==> src/rtl/iob_clint_pkg.sv <==
// ----------------------------------------------------------------------------
// iob_clint_pkg
// Shared constants and helpers for the core-local interruptor (CLINT).
//   - Register map bases (byte addresses) for msip, mtimecmp and mtime.
//   - Widths and reset value of the 64-bit timer registers.
//   - FSM state encodings for the bus handshake.
//   - apply_wstrb(): byte-strobed merge of a 32-bit write into a 32-bit word.
// Used by iob_clint (top) and iob_clint_cmp (per-hart compare).
// ----------------------------------------------------------------------------
package iob_clint_pkg;

    localparam logic [15:0] MSIP_BASE     = 16'h0000;
    localparam logic [15:0] MTIMECMP_BASE = 16'h4000;
    localparam logic [15:0] MTIME_BASE    = 16'hBFF8;

    localparam int          MTIME_W       = 64;
    localparam logic [63:0] MTIMECMP_RST  = 64'hFFFF_FFFF_FFFF_FFFF;

    // Handshake FSM encodings
    localparam logic STATE_IDLE = 1'b0;
    localparam logic STATE_RESP = 1'b1;

    // Replace each byte of old_w whose strobe is set with the matching byte of new_w.
    function automatic logic [31:0] apply_wstrb(input logic [31:0] old_w,
                                                input logic [31:0] new_w,
                                                input logic [3:0]  strb);
        logic [31:0] res;
        res = old_w;
        for (int b = 0; b < 4; b++) begin
            if (strb[b]) begin
                res[b*8 +: 8] = new_w[b*8 +: 8];
            end
        end
        return res;
    endfunction

endpackage

==> src/rtl/iob_clint_cmp.sv <==
// ----------------------------------------------------------------------------
// iob_clint_cmp
// One hart's mtimecmp register plus its registered timer-interrupt compare.
// Ports:
//   clk, rst      clock, asynchronous active-low reset
//   we_lo, we_hi  write enable for the low / high 32-bit half (already decoded)
//   wstrb, wdata  byte strobes and write data from the bus
//   mtime         current mtime register value
//   mtimecmp_o    current mtimecmp value (for read-back)
//   irq_o         registered (mtime >= mtimecmp), unsigned 64-bit
// ----------------------------------------------------------------------------
module iob_clint_cmp
    import iob_clint_pkg::*;
(
    input  logic        clk,
    input  logic        rst,
    input  logic        we_lo,
    input  logic        we_hi,
    input  logic [3:0]  wstrb,
    input  logic [31:0] wdata,
    input  logic [63:0] mtime,
    output logic [63:0] mtimecmp_o,
    output logic        irq_o
);

    logic [63:0] mtimecmp_q, mtimecmp_d;
    logic        irq_q, irq_d;

    always_comb begin
        mtimecmp_d = mtimecmp_q;
        if (we_lo) begin
            mtimecmp_d[31:0] = apply_wstrb(mtimecmp_q[31:0], wdata, wstrb);
        end
        if (we_hi) begin
            mtimecmp_d[63:32] = apply_wstrb(mtimecmp_q[63:32], wdata, wstrb);
        end
        // Compare the current registers, so the interrupt trails any change by one cycle.
        irq_d = (mtime >= mtimecmp_q);
    end

    always_ff @(posedge clk or negedge rst) begin
        if (!rst) begin
            mtimecmp_q <= MTIMECMP_RST;
            irq_q      <= 1'b0;
        end else begin
            mtimecmp_q <= mtimecmp_d;
            irq_q      <= irq_d;
        end
    end

    assign mtimecmp_o = mtimecmp_q;
    assign irq_o      = irq_q;

endmodule

==> src/rtl/iob_clint.sv <==
// ----------------------------------------------------------------------------
// iob_clint
// RISC-V core-local interruptor on an IOb native slave port.
// Register map (byte addresses, bits [1:0] ignored):
//   0x0000+4i            msip[i] (bit 0)
//   0x4000+8i / +4       mtimecmp[i] low / high
//   0xBFF8 / 0xBFFC      mtime low / high
//   anything else, or hart >= N_CORES: read 0, write ignored, ready still pulses
// Ports:
//   clk, rst            clock, asynchronous active-low reset
//   valid, address,     request (valid held until ready), byte address,
//   wdata, wstrb        write data, byte strobes (all zero = read)
//   rdata, ready        response data (0 unless ready), one-cycle completion
//   mtime_o             current mtime (debug/trace)
//   timerInterrupt      per hart: registered mtime >= mtimecmp[i]
//   softwareInterrupt   per hart: registered msip[i]
//   state_o             handshake FSM state (0 = IDLE, 1 = RESP)
// Optional build macro: CLINT_PRESCALER_EN adds parameter PRESCALE and
// advances mtime once every PRESCALE cycles instead of every cycle.
//
// Handshake: a request is accepted in IDLE when valid=1; any write commits on
// that clock edge and the FSM moves to RESP, where ready=1 for exactly one
// cycle with rdata registered from the accept cycle. RESP never accepts, so
// the next request can be taken at the earliest in the cycle after RESP.
// ----------------------------------------------------------------------------
module iob_clint
    import iob_clint_pkg::*;
#(
    parameter int ADDR_W  = 16,
    parameter int DATA_W  = 32,
    parameter int N_CORES = 1
`ifdef CLINT_PRESCALER_EN
    ,
    parameter int PRESCALE = 100
`endif
) (
    input  logic                clk,
    input  logic                rst,
    input  logic                valid,
    input  logic [ADDR_W-1:0]   address,
    input  logic [DATA_W-1:0]   wdata,
    input  logic [DATA_W/8-1:0] wstrb,
    output logic [DATA_W-1:0]   rdata,
    output logic                ready,
    output logic [63:0]         mtime_o,
    output logic [N_CORES-1:0]  timerInterrupt,
    output logic [N_CORES-1:0]  softwareInterrupt,
    output logic                state_o
);

    localparam logic [12:0] MTIME_WORD = MTIME_BASE[15:3];

    logic                state_q, state_d;
    logic                ready_q, ready_d;
    logic [DATA_W-1:0]   rdata_q, rdata_d;
    logic [63:0]         mtime_q, mtime_d;
    logic [N_CORES-1:0]  msip_q, msip_d;
    logic [N_CORES-1:0]  sw_irq_q, sw_irq_d;

    logic                tick;
    logic                accept;
    logic                wr_en;

    logic [31:0]         addr_ext;
    logic [15:0]         addr16;
    logic                addr_hi_ok;
    logic                msip_sel;
    logic [11:0]         msip_hart;
    logic                cmp_sel;
    logic [15:0]         cmp_off;
    logic [12:0]         cmp_hart;
    logic                mtime_sel;
    logic [DATA_W-1:0]   rd_val;

    logic [63:0]         cmp_val [N_CORES];
    logic [N_CORES-1:0]  cmp_we_lo;
    logic [N_CORES-1:0]  cmp_we_hi;
    logic [N_CORES-1:0]  timer_irq;

    logic                unused_bits;

    // ------------------------------------------------------------------
    // Tick enable
    // ------------------------------------------------------------------
`ifdef CLINT_PRESCALER_EN
    localparam logic [15:0] PRESCALE_RELOAD = 16'(PRESCALE - 1);

    logic [15:0] presc_q, presc_d;

    // Free-running: mtime writes do not touch the prescaler phase.
    always_comb begin
        tick    = (presc_q == 16'd0);
        presc_d = tick ? PRESCALE_RELOAD : (presc_q - 16'd1);
    end

    always_ff @(posedge clk or negedge rst) begin
        if (!rst) begin
            presc_q <= PRESCALE_RELOAD;
        end else begin
            presc_q <= presc_d;
        end
    end
`else
    assign tick = 1'b1;
`endif

    // ------------------------------------------------------------------
    // Address decode
    // ------------------------------------------------------------------
    always_comb begin
        addr_ext   = 32'(address);
        addr16     = addr_ext[15:0];
        addr_hi_ok = (addr_ext[31:16] == 16'd0);

        msip_sel   = addr_hi_ok && (addr16 < MTIMECMP_BASE);
        msip_hart  = addr16[13:2];

        cmp_sel    = addr_hi_ok && (addr16 >= MTIMECMP_BASE) && (addr16 < MTIME_BASE);
        cmp_off    = addr16 - MTIMECMP_BASE;
        cmp_hart   = cmp_off[15:3];

        mtime_sel  = addr_hi_ok && (addr16[15:3] == MTIME_WORD);
    end

    assign unused_bits = ^{addr_ext[1:0], cmp_off[1:0]};

    assign accept = (state_q == STATE_IDLE) && valid;
    assign wr_en  = accept && (|wstrb);

    // ------------------------------------------------------------------
    // Read mux (value captured into rdata_q at acceptance)
    // ------------------------------------------------------------------
    always_comb begin
        rd_val = '0;
        if (msip_sel) begin
            for (int i = 0; i < N_CORES; i++) begin
                if (int'(msip_hart) == i) begin
                    rd_val = {{(DATA_W-1){1'b0}}, msip_q[i]};
                end
            end
        end
        if (cmp_sel) begin
            for (int i = 0; i < N_CORES; i++) begin
                if (int'(cmp_hart) == i) begin
                    rd_val = cmp_off[2] ? cmp_val[i][63:32] : cmp_val[i][31:0];
                end
            end
        end
        if (mtime_sel) begin
            rd_val = addr16[2] ? mtime_q[63:32] : mtime_q[31:0];
        end
    end

    // ------------------------------------------------------------------
    // Register writes: msip, mtimecmp enables, mtime
    // ------------------------------------------------------------------
    always_comb begin
        msip_d    = msip_q;
        cmp_we_lo = '0;
        cmp_we_hi = '0;
        for (int i = 0; i < N_CORES; i++) begin
            if (wr_en && msip_sel && (int'(msip_hart) == i) && wstrb[0]) begin
                msip_d[i] = wdata[0];
            end
            if (wr_en && cmp_sel && (int'(cmp_hart) == i)) begin
                cmp_we_lo[i] = ~cmp_off[2];
                cmp_we_hi[i] = cmp_off[2];
            end
        end
        sw_irq_d = msip_q;

        // A bus write to mtime takes priority over the tick increment.
        mtime_d = mtime_q;
        if (wr_en && mtime_sel) begin
            if (addr16[2]) begin
                mtime_d[63:32] = apply_wstrb(mtime_q[63:32], wdata, wstrb);
            end else begin
                mtime_d[31:0] = apply_wstrb(mtime_q[31:0], wdata, wstrb);
            end
        end else if (tick) begin
            mtime_d = mtime_q + 64'd1;
        end
    end

    // ------------------------------------------------------------------
    // Handshake FSM
    // ------------------------------------------------------------------
    always_comb begin
        state_d = state_q;
        ready_d = 1'b0;
        rdata_d = '0;
        case (state_q)
            STATE_IDLE: begin
                if (valid) begin
                    state_d = STATE_RESP;
                    ready_d = 1'b1;
                    rdata_d = rd_val;
                end
            end
            STATE_RESP: begin
                state_d = STATE_IDLE;
            end
            default: begin
                state_d = STATE_IDLE;
            end
        endcase
    end

    always_ff @(posedge clk or negedge rst) begin
        if (!rst) begin
            state_q  <= STATE_IDLE;
            ready_q  <= 1'b0;
            rdata_q  <= '0;
            mtime_q  <= '0;
            msip_q   <= '0;
            sw_irq_q <= '0;
        end else begin
            state_q  <= state_d;
            ready_q  <= ready_d;
            rdata_q  <= rdata_d;
            mtime_q  <= mtime_d;
            msip_q   <= msip_d;
            sw_irq_q <= sw_irq_d;
        end
    end

    // ------------------------------------------------------------------
    // Per-hart compare units
    // ------------------------------------------------------------------
    for (genvar g = 0; g < N_CORES; g++) begin : g_cmp
        iob_clint_cmp u_cmp (
            .clk        (clk),
            .rst        (rst),
            .we_lo      (cmp_we_lo[g]),
            .we_hi      (cmp_we_hi[g]),
            .wstrb      (wstrb[3:0]),
            .wdata      (wdata[31:0]),
            .mtime      (mtime_q),
            .mtimecmp_o (cmp_val[g]),
            .irq_o      (timer_irq[g])
        );
    end

    assign rdata             = rdata_q;
    assign ready             = ready_q;
    assign mtime_o           = mtime_q;
    assign timerInterrupt    = timer_irq;
    assign softwareInterrupt = sw_irq_q;
    assign state_o           = state_q;

endmodule

==> config.mk <==
export PLATFORM = sky130hd
export DESIGN_NAME = iob_clint
export DESIGN_NICKNAME = d
export VERILOG_FILES = /design/src/rtl/iob_clint_pkg.sv /design/src/rtl/iob_clint_cmp.sv /design/src/rtl/iob_clint.sv
export SDC_FILE = /design/constraint.sdc
export NUM_CORES = 1
export LEC_CHECK = 0
export ABC_AREA = 0
export ABC_CLOCK_PERIOD_IN_PS = 2800
export BUFFER_PORTS_ARGS = -buffer_cell sky130_fd_sc_hd__buf_2
export CORE_MARGIN = 1
export CORE_UTILIZATION = 58
export DETAILED_ROUTE_END_ITERATION = 16
export GPL_TIMING_DRIVEN = 1
export PLACE_DENSITY_LB_ADDON = 0.1
export SETUP_SLACK_MARGIN = 0.5
export SYNTH_ARGS = -nofsm -noshare
export SYNTH_HDL_FRONTEND = slang
export SYNTH_SLANG_ARGS = --single-unit
==> constraint.sdc <==
create_clock -name clk -period 2.8 [get_ports clk]
set_input_delay 0.56 -clock clk [delete_from_list [all_inputs] [get_ports clk]]
set_output_delay 0.56 -clock clk [all_outputs]
set_load 0.01 [all_outputs]
==> results.yml <==
status:
  status: "completed"
clock_network:
  path_clk_slew_ns: 0.07
  ctsHtreeMaxLevel: 4
  hold_buffers: 0
  cts_tree: "built"
  clockBufferDepth: 2
  numCtsBuffers: 17
  numClockSinks: 164
  clk_latency_ns: 0.45
  cts_root_buf: "clkbuf_16"
sta:
  skew_ns: 0.009125
  fmax_mhz: 412.8
  tightest_slew_ns: 0.6220
  layout_setup_ws_ns: 0.3775
  post-route-min-period_ns: 2.423
  slew_viol_final: 0
  rsz0062_at_grt: "true"
  hold_ws_ns: 0.09752
  relSlewSlack: 0.5854
  hold_viol: 0
  min_period_over_period: 0.8652
  finalSetupViolCount: 0
floorplan:
  start_util: 0.5963
  die_area_um2: 18380
  num_rows: 48
  io_pins: 155
  die_width_um: 135.6
  core-area_um2: 17360
  die_h_um: 135.6
synth:
  synth_edf_count: 0
  synth_nets: 1247
  yosysUniqueCellTypes: 68
  ys.flop_type: "dfrtp_1"
  synthTopCellsByArea: "dfrtp_1 24%, dfstp_2 16%, ha_1 8.1%"
  synth_area_per_cell_um2: 9.200
  yosys.area.top_type: "dfrtp_1"
  ys_async_sr_fraction: 1.000
  ys_seq_area_frac: 0.4043
  synth_area_um2: 10350
  synth_top_area_frac: 0.2418
  ys_ff_latch: 164
  syn_inst: 1125
  yosysWarnings: 0
worst_setup_path:
  startpoint_type: "register"
  slowest_stage: "or4_4"
  crit_required_ns: 3.16
  critPathBufInv: 2
  reg2reg_setup_slack_ns: 0.38
  critPathTopFamily: "simple AND/OR/NAND/NOR gates"
  worst_ep_arrival_time_ns: 2.79
  critPathMaxFanout: 2
  worst_r2r_path_depth: 10
  path_cells: "inv_1, ha_4, nand4_1, or4_4, a21oi_2, buf_4, a211oi_1, o311ai_2, a31oi_2, o21bai_1"
  r2r_start: "g_cmp[0].u_cmp.mtimecmp_o[17]"
  path_class: "reg2reg"
  end_kind: "register"
  worst_path_largest_cell_delay_ns: 0.59
  reg2reg_to: "g_cmp[0].u_cmp.irq_o"
global_routing:
  grt_pass1_wl_um: 53060
  grt_max_degree: 84
  grt_use_total: 0.3784
  grt-ovfl-total: 0
  antenna_found_initial: 0
  first_global_vias: 9824
finish:
  fin_util: 0.7851
  fill_cells: 1156
  antenna_cells: 0
  fin_nets: 1520
  drive_gt1_frac: 0.3926
  post-route-cell-area_um2: 13630
  area_growth_pct: 31.66
drt:
  viasPerCell: 6.448
  wl_met2_um: 16960
  wire_per_inst_um: 21.29
  drt_iter0_drc: 1393
  drt_pre_antenna_iters: 6
  drcViolationCount: 0
  highest_layer: "met4"
  wl_um: 34830
  vias: 10550
  wl_met3_um: 2812
  antenna_left: 0
  drt-met1-wl_um: 13400
power_and_ir_drop:
  power.density_nw_per_um2: 433.4
  leakage_nw: 6.841
  ir_drop_v: 0.0004633
worst_hold_path:
  hp-class: "in2async"
placement:
  dpl_cell_area_um2: 12180
  gp_congestion: 0.9352
  dp_worst_setup_slack_ns: -0.004184
  dpl.hpwl_um: 23140
  portBuffers: 154
flow_run:
  drv_cap: 0
cell families (layout without fill, tap and decap cells):
kind of cell | Yosys count | in the layout | share of synthesized area
flip-flops | 164 | 164 | 0.4043
adder cells (fa/ha/maj) | 67 | 67 | 0.08100
buffers and inverters | 124 | 408 | 0.05912
multiplexers | 67 | 67 | 0.06504
AND/OR/NAND/NOR | 415 | 417 | 0.2081
XOR/XNOR | 1 | 1 | 0.0008464
AO/OA/AOI/OAI | 287 | 287 | 0.1817
synthesized netlist by cell type, drive strengths merged, types with 3 or more instances:
master	instances
nand2	129
dfrtp	100
nor2	95
o21ai	91
inv	74
ha	67
mux2i	65
dfstp	64
a21oi	58
nand3	41
o22ai	41
and2	36
buf	30
nand4	30
nor3	27
a211oi	22
clkbuf	20
a21o	13
and3	13
a311oi	10
and4	9
nor4	8
a211o	7
o221a	7
or3	7
nand2b	6
o211ai	6
o21a	6
a31oi	5
nor2b	4
or2	4
o32ai	3
or4	3
layout by cell type (no fill, tap or decap), drive strengths merged, types with 7 or more instances in the layout:
cell type / count
nor3: 27
a311oi: 10
ha: 67
o21ai: 91
nand2: 129
dfstp: 64
nor4: 8
and2: 36
nand4: 30
mux2i: 65
a211o: 7
or3: 7
a211oi: 22
inv: 75
buf: 302
and3: 13
o221a: 7
a21oi: 58
nand3: 41
a21o: 13
and4: 9
dfrtp: 100
nor2: 97
clkbuf: 22
o22ai: 41
registers in the layout, summed over array words and instances (netlist names):
signal and count:
rdata 32, msip_q 1, g_cmp.u_cmp.irq_o 1, mtime_o 64, g_cmp.u_cmp.mtimecmp_o 64, softwareInterrupt 1
ready 1
power by group:
| group | internal, mW | switching (mW) | leakage, nW |
|---|---|---|---|
| Combinational | 0.334 | 0.444 | 4.62 |
| Sequential | 2.42 | 0.0462 | 1.89 |
| Clock | 1.62 | 1.04 | 0.327 |
| Total | 4.38 | 1.53 | 6.84 |
cell type report:
type | count | area, um^2 | share of cell area
Clock buffer | 22 | 494.2 | 0.03627
Clock inverter | 10 | 168.9 | 0.01240
Inverter | 74 | 277.8 | 0.02038
Multi-Input combinational cell | 839 | 6162 | 0.4522
Sequential cell | 164 | 4188 | 0.3073
Tap cell | 225 | 281.5 | 0.02066
Timing Repair Buffer | 302 | 2054 | 0.1508
per-layer routing:
layer,global-route usage,up-vias
met5,0,-
met3,0.05761,146
met1,0.4879,5117
li1,-,4655
met2,0.6259,631
met4,0.1710,0
what timing repair did:
item,in CTS,in global routing
setup endpoints to repair,41,44
pin swaps,26,30
setup buffers,24,19
resized for setup,50,44
cloned,0,2
metrics by stage:
step | instances | setup TNS [ns] | power (mW)
2_1_floorplan | 1125 | 0 | 2.789
3_3_place_gp | 1559 | 0 | 3.113
3_5_place_dp | 1559 | -0.004184 | 3.125
4_1_cts | 1615 | 0 | 5.819
5_1_grt | 1636 | 0 | 6.045
6_report | 1636 | 0 | 5.906
worst max-delay path by stage:
stage | start | to | slack (ns) | cells past startpoint
6_report | g_cmp[0].u_cmp.mtimecmp_o[17] | g_cmp[0].u_cmp.irq_o | 0.38 | 10
5_1_grt | g_cmp[0].u_cmp.mtimecmp_o[27] | g_cmp[0].u_cmp.irq_o | 0.31 | 10
4_1_cts | g_cmp[0].u_cmp.mtimecmp_o[2] | g_cmp[0].u_cmp.irq_o | 0.44 | 10
3_5_place_dp | address[14] | mtime_o[26] | -0.004 | 7
3_3_place_gp | address[14] | mtime_o[26] | 0.02 | 7
2_1_floorplan | address[3] | g_cmp[0].u_cmp.mtimecmp_o[0] | 0.33 | 8
Note: power is estimated with default switching activity, not from simulation.
